**src/rtl/video_bin_pkg.sv**
```systemverilog
// Shared types and constants for the RGB565 binarize pipeline.
// Luma weights sum to 256 so Y is a plain byte select of the sum.
package video_bin_pkg;

  localparam int W_R = 77;
  localparam int W_G = 150;
  localparam int W_B = 29;

  localparam int Y_W        = 8;
  localparam int ACC_W      = 28;
  localparam int PIPE_DEPTH = 3;

  typedef enum logic [1:0] {
    IDLE,
    DIV,
    LOAD
  } ctl_state_e;

  typedef struct packed {
    logic [7:0] r;
    logic [7:0] g;
    logic [7:0] b;
  } rgb888_t;

  typedef struct packed {
    logic        hs;
    logic        vs;
    logic        de;
    logic [11:0] x;
    logic [11:0] y;
  } side_t;

  function automatic rgb888_t expand565(
    input logic [15:0] p
  );
    rgb888_t c;
    c.r = {p[15:11], p[15:13]};
    c.g = {p[10:5], p[10:9]};
    c.b = {p[4:0], p[4:2]};
    return c;
  endfunction

  function automatic logic [7:0] sat_u8(
    input logic signed [10:0] v
  );
    if (v < 0) return 8'd0;
    if (v > 11'sd255) return 8'hFF;
    return v[7:0];
  endfunction

endpackage

```
**src/rtl/gray_threshold_binarize_mean_divider.sv**
```systemverilog
// mean_divider: 8-step restoring divide, quotient clamped to 255.
// Operands are latched on i_start; o_done marks the final step.
module mean_divider
  import video_bin_pkg::*;
#(
  parameter int CNT_W = 20
) (
  input  logic             clk,
  input  logic             rst,
  input  logic             i_start,
  input  logic [ACC_W-1:0] i_dividend,
  input  logic [CNT_W-1:0] i_divisor,
  output logic             o_done,
  output logic [Y_W-1:0]   o_quot
);

  localparam int RW =
    (ACC_W > CNT_W + 8) ? ACC_W : CNT_W + 8;

  logic [RW-1:0]  rem_d, rem_q;
  logic [RW-1:0]  den_d, den_q;
  logic [Y_W-1:0] quo_d, quo_q;
  logic [2:0]     it_d, it_q;
  logic           busy_d, busy_q;
  logic           ovf_d, ovf_q;

  always_comb begin
    rem_d  = rem_q;
    den_d  = den_q;
    quo_d  = quo_q;
    it_d   = it_q;
    busy_d = busy_q;
    ovf_d  = ovf_q;
    if (i_start) begin
      rem_d  = RW'(i_dividend);
      den_d  = RW'(i_divisor) << 7;
      quo_d  = '0;
      it_d   = '0;
      busy_d = 1'b1;
      // 8 quotient bits only hold if dividend < divisor*256
      ovf_d  = RW'(i_dividend) >=
               (RW'(i_divisor) << 8);
    end else if (busy_q) begin
      if (rem_q >= den_q) begin
        rem_d = rem_q - den_q;
        quo_d = {quo_q[6:0], 1'b1};
      end else begin
        quo_d = {quo_q[6:0], 1'b0};
      end
      den_d = den_q >> 1;
      it_d  = it_q + 3'd1;
      if (it_q == 3'd7) busy_d = 1'b0;
    end
  end

  always_ff @(posedge clk or posedge rst) begin
    if (rst) begin
      rem_q  <= '0;
      den_q  <= '0;
      quo_q  <= '0;
      it_q   <= '0;
      busy_q <= 1'b0;
      ovf_q  <= 1'b0;
    end else begin
      rem_q  <= rem_d;
      den_q  <= den_d;
      quo_q  <= quo_d;
      it_q   <= it_d;
      busy_q <= busy_d;
      ovf_q  <= ovf_d;
    end
  end

  assign o_done = busy_q & (it_q == 3'd7);
  assign o_quot = ovf_q ? 8'hFF : quo_q;

endmodule

```
**src/rtl/gray_threshold_binarize.sv**
```systemverilog
// RGB565 -> luma -> 1-bit feature flag, 3-cycle pixel pipeline.
// Define ADAPTIVE_TH_EN to use each frame's mean luma as next threshold.
module gray_threshold_binarize
  import video_bin_pkg::*;
#(
  parameter logic [7:0] FIXED_TH  = 8'd128,
  parameter int         TH_OFFSET = 0,
  parameter int         CNT_W     = 20
) (
  input  logic        clk,
  input  logic        rst,
  input  logic        i_hs,
  input  logic        i_vs,
  input  logic        i_de,
  input  logic [11:0] i_x,
  input  logic [11:0] i_y,
  input  logic [15:0] i_data,
  output logic        o_hs,
  output logic        o_vs,
  output logic        o_de,
  output logic [11:0] o_x,
  output logic [11:0] o_y,
  output logic        o_th,
  output logic [23:0] o_data,
  output logic [7:0]  o_mean
);

  side_t          s1_side_d, s1_side_q;
  side_t          s2_side_q, out_side_q;
  rgb888_t        s1_rgb_d, s1_rgb_q;
  logic [15:0]    luma_sum;
  logic [Y_W-1:0] s2_y_d, s2_y_q;
  logic [Y_W-1:0] th_use;
  logic           th_d, th_q;
  logic [23:0]    data_d, data_q;

  always_comb begin
    s1_rgb_d  = expand565(i_data);
    s1_side_d = '{hs: i_hs, vs: i_vs, de: i_de,
                  x: i_x, y: i_y};
  end

  always_comb begin
    luma_sum = 16'(W_R) * 16'(s1_rgb_q.r)
             + 16'(W_G) * 16'(s1_rgb_q.g)
             + 16'(W_B) * 16'(s1_rgb_q.b);
    s2_y_d   = Y_W'(luma_sum >> 8);
  end

  always_comb begin
    th_d   = s2_side_q.de & (s2_y_q < th_use);
    data_d = th_d ? 24'h000000 : 24'hFFFFFF;
  end

  always_ff @(posedge clk or posedge rst) begin
    if (rst) begin
      s1_side_q  <= '0;
      s1_rgb_q   <= '0;
      s2_side_q  <= '0;
      s2_y_q     <= '0;
      out_side_q <= '0;
      th_q       <= 1'b0;
      data_q     <= '0;
    end else begin
      s1_side_q  <= s1_side_d;
      s1_rgb_q   <= s1_rgb_d;
      s2_side_q  <= s1_side_q;
      s2_y_q     <= s2_y_d;
      out_side_q <= s2_side_q;
      th_q       <= th_d;
      data_q     <= data_d;
    end
  end

  assign o_hs   = out_side_q.hs;
  assign o_vs   = out_side_q.vs;
  assign o_de   = out_side_q.de;
  assign o_x    = out_side_q.x;
  assign o_y    = out_side_q.y;
  assign o_th   = th_q;
  assign o_data = data_q;

`ifdef ADAPTIVE_TH_EN

  logic              vs_prev_q;
  logic              vs_rise, vs_fall;
  logic [ACC_W-1:0]  acc_d, acc_q;
  logic [CNT_W-1:0]  cnt_d, cnt_q;
  ctl_state_e        state_d, state_q;
  logic [Y_W-1:0]    mean_d, mean_q;
  logic [Y_W-1:0]    th_pend_d, th_pend_q;
  logic [Y_W-1:0]    th_act_d, th_act_q;
  logic              pend_vld_d, pend_vld_q;
  logic              skip_d, skip_q;
  logic              div_start, div_done;
  logic [Y_W-1:0]    div_quot;
  logic signed [10:0] th_sum;

  assign vs_rise = s2_side_q.vs & ~vs_prev_q;
  assign vs_fall = ~s2_side_q.vs & vs_prev_q;

  // first pixel of a frame must already see the swapped threshold
  assign th_use = (vs_rise & pend_vld_q) ?
                  th_pend_q : th_act_q;

  always_comb begin
    acc_d = acc_q;
    cnt_d = cnt_q;
    if (vs_rise) begin
      acc_d = s2_side_q.de ? ACC_W'(s2_y_q) : '0;
      cnt_d = s2_side_q.de ? CNT_W'(1) : '0;
    end else if (s2_side_q.vs & s2_side_q.de) begin
      acc_d = acc_q + ACC_W'(s2_y_q);
      cnt_d = cnt_q + CNT_W'(1);
    end
  end

  mean_divider #(
    .CNT_W(CNT_W)
  ) u_div (
    .clk       (clk),
    .rst       (rst),
    .i_start   (div_start),
    .i_dividend(acc_q),
    .i_divisor (cnt_q),
    .o_done    (div_done),
    .o_quot    (div_quot)
  );

  always_comb begin
    th_sum = $signed({3'b000, div_quot})
           + 11'(TH_OFFSET);
  end

  always_comb begin
    state_d    = state_q;
    mean_d     = mean_q;
    th_pend_d  = th_pend_q;
    th_act_d   = th_act_q;
    pend_vld_d = pend_vld_q;
    skip_d     = skip_q;
    div_start  = 1'b0;
    if (vs_rise && pend_vld_q) begin
      th_act_d   = th_pend_q;
      pend_vld_d = 1'b0;
    end
    unique case (state_q)
      IDLE: begin
        if (vs_fall) begin
          state_d   = (cnt_q == '0) ? LOAD : DIV;
          skip_d    = (cnt_q == '0);
          div_start = (cnt_q != '0);
        end
      end
      DIV: begin
        if (div_done) state_d = LOAD;
      end
      LOAD: begin
        state_d = IDLE;
        // an empty frame leaves mean and threshold alone
        if (!skip_q) begin
          mean_d     = div_quot;
          th_pend_d  = sat_u8(th_sum);
          pend_vld_d = 1'b1;
        end
      end
      default: state_d = IDLE;
    endcase
  end

  always_ff @(posedge clk or posedge rst) begin
    if (rst) begin
      vs_prev_q  <= 1'b0;
      acc_q      <= '0;
      cnt_q      <= '0;
      state_q    <= IDLE;
      mean_q     <= '0;
      th_pend_q  <= FIXED_TH;
      th_act_q   <= FIXED_TH;
      pend_vld_q <= 1'b0;
      skip_q     <= 1'b0;
    end else begin
      vs_prev_q  <= s2_side_q.vs;
      acc_q      <= acc_d;
      cnt_q      <= cnt_d;
      state_q    <= state_d;
      mean_q     <= mean_d;
      th_pend_q  <= th_pend_d;
      th_act_q   <= th_act_d;
      pend_vld_q <= pend_vld_d;
      skip_q     <= skip_d;
    end
  end

  assign o_mean = mean_q;

`else

  assign th_use = FIXED_TH;
  assign o_mean = '0;

`endif

endmodule

```
**config.mk**
```make
export PLATFORM = sky130hd
export DESIGN_NAME = gray_threshold_binarize
export DESIGN_NICKNAME = d
export VERILOG_FILES = /design/src/rtl/video_bin_pkg.sv /design/src/rtl/gray_threshold_binarize_mean_divider.sv /design/src/rtl/gray_threshold_binarize.sv
export SDC_FILE = /design/constraint.sdc
export NUM_CORES = 1
export LEC_CHECK = 0
export BUFFER_PORTS_ARGS = -buffer_cell sky130_fd_sc_hd__buf_2
export CAP_MARGIN = 25
export CELL_PAD_IN_SITES_DETAIL_PLACEMENT = 1
export CELL_PAD_IN_SITES_GLOBAL_PLACEMENT = 2
export CORE_MARGIN = 1.5
export CORE_UTILIZATION = 34
export DETAILED_ROUTE_END_ITERATION = 8
export PLACE_DENSITY = 0.86
export SETUP_SLACK_MARGIN = 0.15
export SYNTH_ARGS = -nofsm -noshare
export SYNTH_HDL_FRONTEND = slang
export SYNTH_SLANG_ARGS = --single-unit
```
**constraint.sdc**
```tcl
create_clock -name clk -period 5.4 [get_ports clk]
set_input_delay 0.27 -clock clk [delete_from_list [all_inputs] [get_ports clk]]
set_output_delay 0.27 -clock clk [all_outputs]
set_load 0.1 [all_outputs]
```
==> results.json <==
{
  "irDropWorstVdd_v": 0.000286,
  "endpoint": "s2_y_q[7]",
  "finalPower_mw": 4.24,
  "port_buffers": 96,
  "synth_top_area_share_pct": 43.4,
  "clk_latency_ns": 0.35,
  "wl_per_cell_um": 15.5,
  "drive_above_1_share_pct": 31.0,
  "synthFlopType": "dfrtp_1",
  "tns_ns": -0.228,
  "grt_pass1_vias": 4116,
  "worst_slack_ns": -0.228,
  "setup_viol": 1,
  "coreArea_sq_um": 16600,
  "ant_nets": 0,
  "clockBufferDepth": 2,
  "detailed_place_hpwl_um": 10200,
  "reg2regPathDepth": 20,
  "relSlewSlack_pct": 38.7,
  "synth-compound-area-share_pct": 5.04,
  "crit_cells": 20,
  "cts.reportedPaths.clkPinSlew_ns": 0.08,
  "min_path_type": "primary input to flop",
  "timing.final.crit_share_pct": 104,
  "firstDrtPassIters": 4,
  "fmax_mhz": 178,
  "total_leakage_power_nw": 3.58,
  "r2r-start": "s1_rgb_q[12]",
  "grt_pass1_wl_um": 20200,
  "first_iter_violations": 70,
  "cp_top_family": "adder cells",
  "slew_violations": 0,
  "grt_max_degree": 81,
  "required_ns": 5.63,
  "die_x_um": 133,
  "cts_setup_buffers": 0,
  "seq_area_frac_synth_pct": 43.4,
  "post-place-cells": 770,
  "grt-ovfl-total": 0,
  "violations": "negative setup slack",
  "crit_path_frequent_cell": "fa_1",
  "pin_count": 105,
  "antenna_found_initial": 1,
  "rrSetupSlack_ns": -0.23,
  "place_area_sq_um": 6640,
  "n_antenna_cell": 0,
  "final_common_cell": "dfrtp_1",
  "fillCellCount": 1815,
  "dieArea_sq_um": 17700,
  "synth_seq_cells": 100,
  "syn_avg_cell_area_sq_um": 12.9,
  "grt_use_total_pct": 14.8,
  "cellPowerDensity_nw_per_um2": 605,
  "syn-cell-area_sq_um": 5760,
  "gp_congestion": 0.803,
  "use_met3_pct": 3.12,
  "area_delta_synth_final_pct": 21.7,
  "cts_tree": "done",
  "num_vias": 3460,
  "cp.arrival_ns": 5.85,
  "cts-root-buf": "clkbuf_16",
  "layout_common_cells": "dfrtp_1, buf_2, inv_1",
  "drc": 0,
  "die_h_um": 133,
  "start_util_pct": 34.8,
  "synth-async-reset-ratio_pct": 100,
  "synth_edf_count": 0,
  "routed_wirelength_um": 12200,
  "worstSetupEndpointType": "flop",
  "synth_fa_ha_area_share_pct": 36.8,
  "yosys.area_share.simple_pct": 2.95,
  "yosys-top-cells-area": "dfrtp_1, fa_1, ha_1, inv_1, buf_4",
  "critPathLaunchType": "flop",
  "crit_chain": "ha_4, ha_4, inv_2, fa_1, fa_1, inv_2, ha_4, xnor2_2, fa_1, fa_1, inv_1, fa_1, fa_1, inv_2, ha_4, nand2_2, a2111oi_4, a22oi_2, a211oi_2, xnor2_1",
  "htreeDepth": 3,
  "rows": 47,
  "max-cap-violations": 0,
  "cp_max_fo": 4,
  "synthMuxAreaShare_pct": 0,
  "finClkSkew_ns": 0.00742,
  "clkSinkCount": 100,
  "synth_top_cell_by_area": "dfrtp_1",
  "worstSetupStartpoint": "s1_rgb_q[12]",
  "design_area_sq_um": 7010,
  "status": "complete, but fails checks",
  "grtUsageMet1_pct": 16.7,
  "final_net_count": 744,
  "yosys_warnings": 0,
  "synth_cell_type_count": 38,
  "cts_buffers": 9,
  "tightest_slew_ns": 0.920,
  "path_buf_inv": 4,
  "synth_cells": 448,
  "hold_viol": 0,
  "drt-vias-per-instance": 4.40,
  "synth_xor_area_share_pct": 1.52,
  "met2_usage_pct": 28.4,
  "cpPeakStageDelay_ns": 0.51,
  "busiest_layer": "met2",
  "reg2reg_to": "s2_y_q[7]",
  "fin_crit_ns": 5.63,
  "layoutNonFillerInstCount": 787,
  "critPathKind": "flop to flop",
  "grt_setup_unrepaired": "yes",
  "synth_top_family_by_area": "adder cells",
  "hold_ws_ns": 0.0237,
  "cp_slowest_cell": "fa_1"
}
## per-layer routing
layer / up-vias / wire length (um)
met4: 2 / 135
li1: 1608 / -
met5: - / 16
met1: 1787 / 4830
met3: 12 / 357
met2: 51 / 6850
## sequential cells by signal, summed over array words and instances (netlist names)
| name | cells |
|---|---|
| s2_side_q | 27 |
| s2_y_q | 1 |
| o_x | 12 |
| o_data | 1 |
| o_y | 12 |
| o_hs | 1 |
| o_de | 1 |
| o_vs | 1 |
| s1_side_q | 27 |
| s1_rgb_q | 16 |
| o_th | 1 |
## report_power, final
group | internal [mW] | leakage (nW) | switching (mW) | total, mW
Clock | 0.324 | 0.139 | 0.306 | 0.630
Sequential | 0.794 | 1.16 | 0.0341 | 0.828
Combinational | 1.06 | 2.28 | 1.72 | 2.78
Total | 2.18 | 3.58 | 2.06 | 4.24
## cells in the mapped netlist, types with 2 or more instances
master and count:
a21o_1 2, a21oi_1 14, and3_1 3, buf_4 31, dfrtp_1 100, fa_1 54
ha_1 83, inv_1 95, nand2_1 9, nand2b_1 3, nand3_1 6, nor2_1 5
nor4_1 2, o211ai_1 2, o21a_1 2, o21ai_1 5, o21bai_1 3, xnor2_1 6
xor2_1 4
## worst register-to-register path: cells and delay by family (launching register included)
kind / cells / cell delay (ns)
adder cells (fa/ha/maj): 10 / 3.93
AO/OA/AOI/OAI: 3 / 0.69
flip-flops: 1 / 0.45
XOR/XNOR: 2 / 0.20
buffers and inverters: 4 / 0.18
AND/OR/NAND/NOR: 1 / 0.05
## through the flow
stage	utilization, %	setup slack, ns
after global placement	40.0	-0.198
after global routing	42.3	-0.443
final	42.3	-0.228
after detailed placement	40.0	-0.345
after CTS	41.9	-0.238
after floorplan	-	-0.118
## layout make-up
cell class / instances / area, sq um / share of cell area, %
sequential: 100 / 2500 / 35.7
inverter: 95 / 359 / 5.12
clock inverter: 7 / 67.6 / 0.963
multi-input combinational: 229 / 2870 / 40.9
tap: 220 / 275 / 3.92
clock buffer: 9 / 225 / 3.21
timing repair buffer: 127 / 716 / 10.2
## kinds of logic after synthesis
| group | after synthesis |
|---|---|
| flip-flops | 100 |
| AO/OA/AOI/OAI | 40 |
| XOR/XNOR | 10 |
| other | 1 |
| buffers and inverters | 126 |
| adder cells (fa/ha/maj) | 137 |
| AND/OR/NAND/NOR | 34 |
## worst min-delay path by stage
| stage | startpoint | end | slack (ns) | cells past startpoint |
|---|---|---|---|---|
| floorplan | i_data[5] | s1_rgb_q[10] | 0.30 | 0 |
| global placement | rst | o_x[4] | 0.23 | 2 |
| detailed placement | rst | s2_side_q[13] | 0.24 | 2 |
| CTS | i_data[15] | s1_rgb_q[18] | 0.008 | 1 |
| global route | i_x[5] | s1_side_q[17] | 0.007 | 1 |
| finish | i_data[15] | s1_rgb_q[18] | 0.02 | 1 |
## repair_timing
item | in CTS | in global routing
hold endpoints to repair | 20 | 0
gates cloned | 0 | 0
gates resized for setup | 5 | 7
setup endpoints to repair | 1 | 1
pin swaps | 4 | 1
hold buffers | 1 | 0
(Power assumes the default switching activity.)
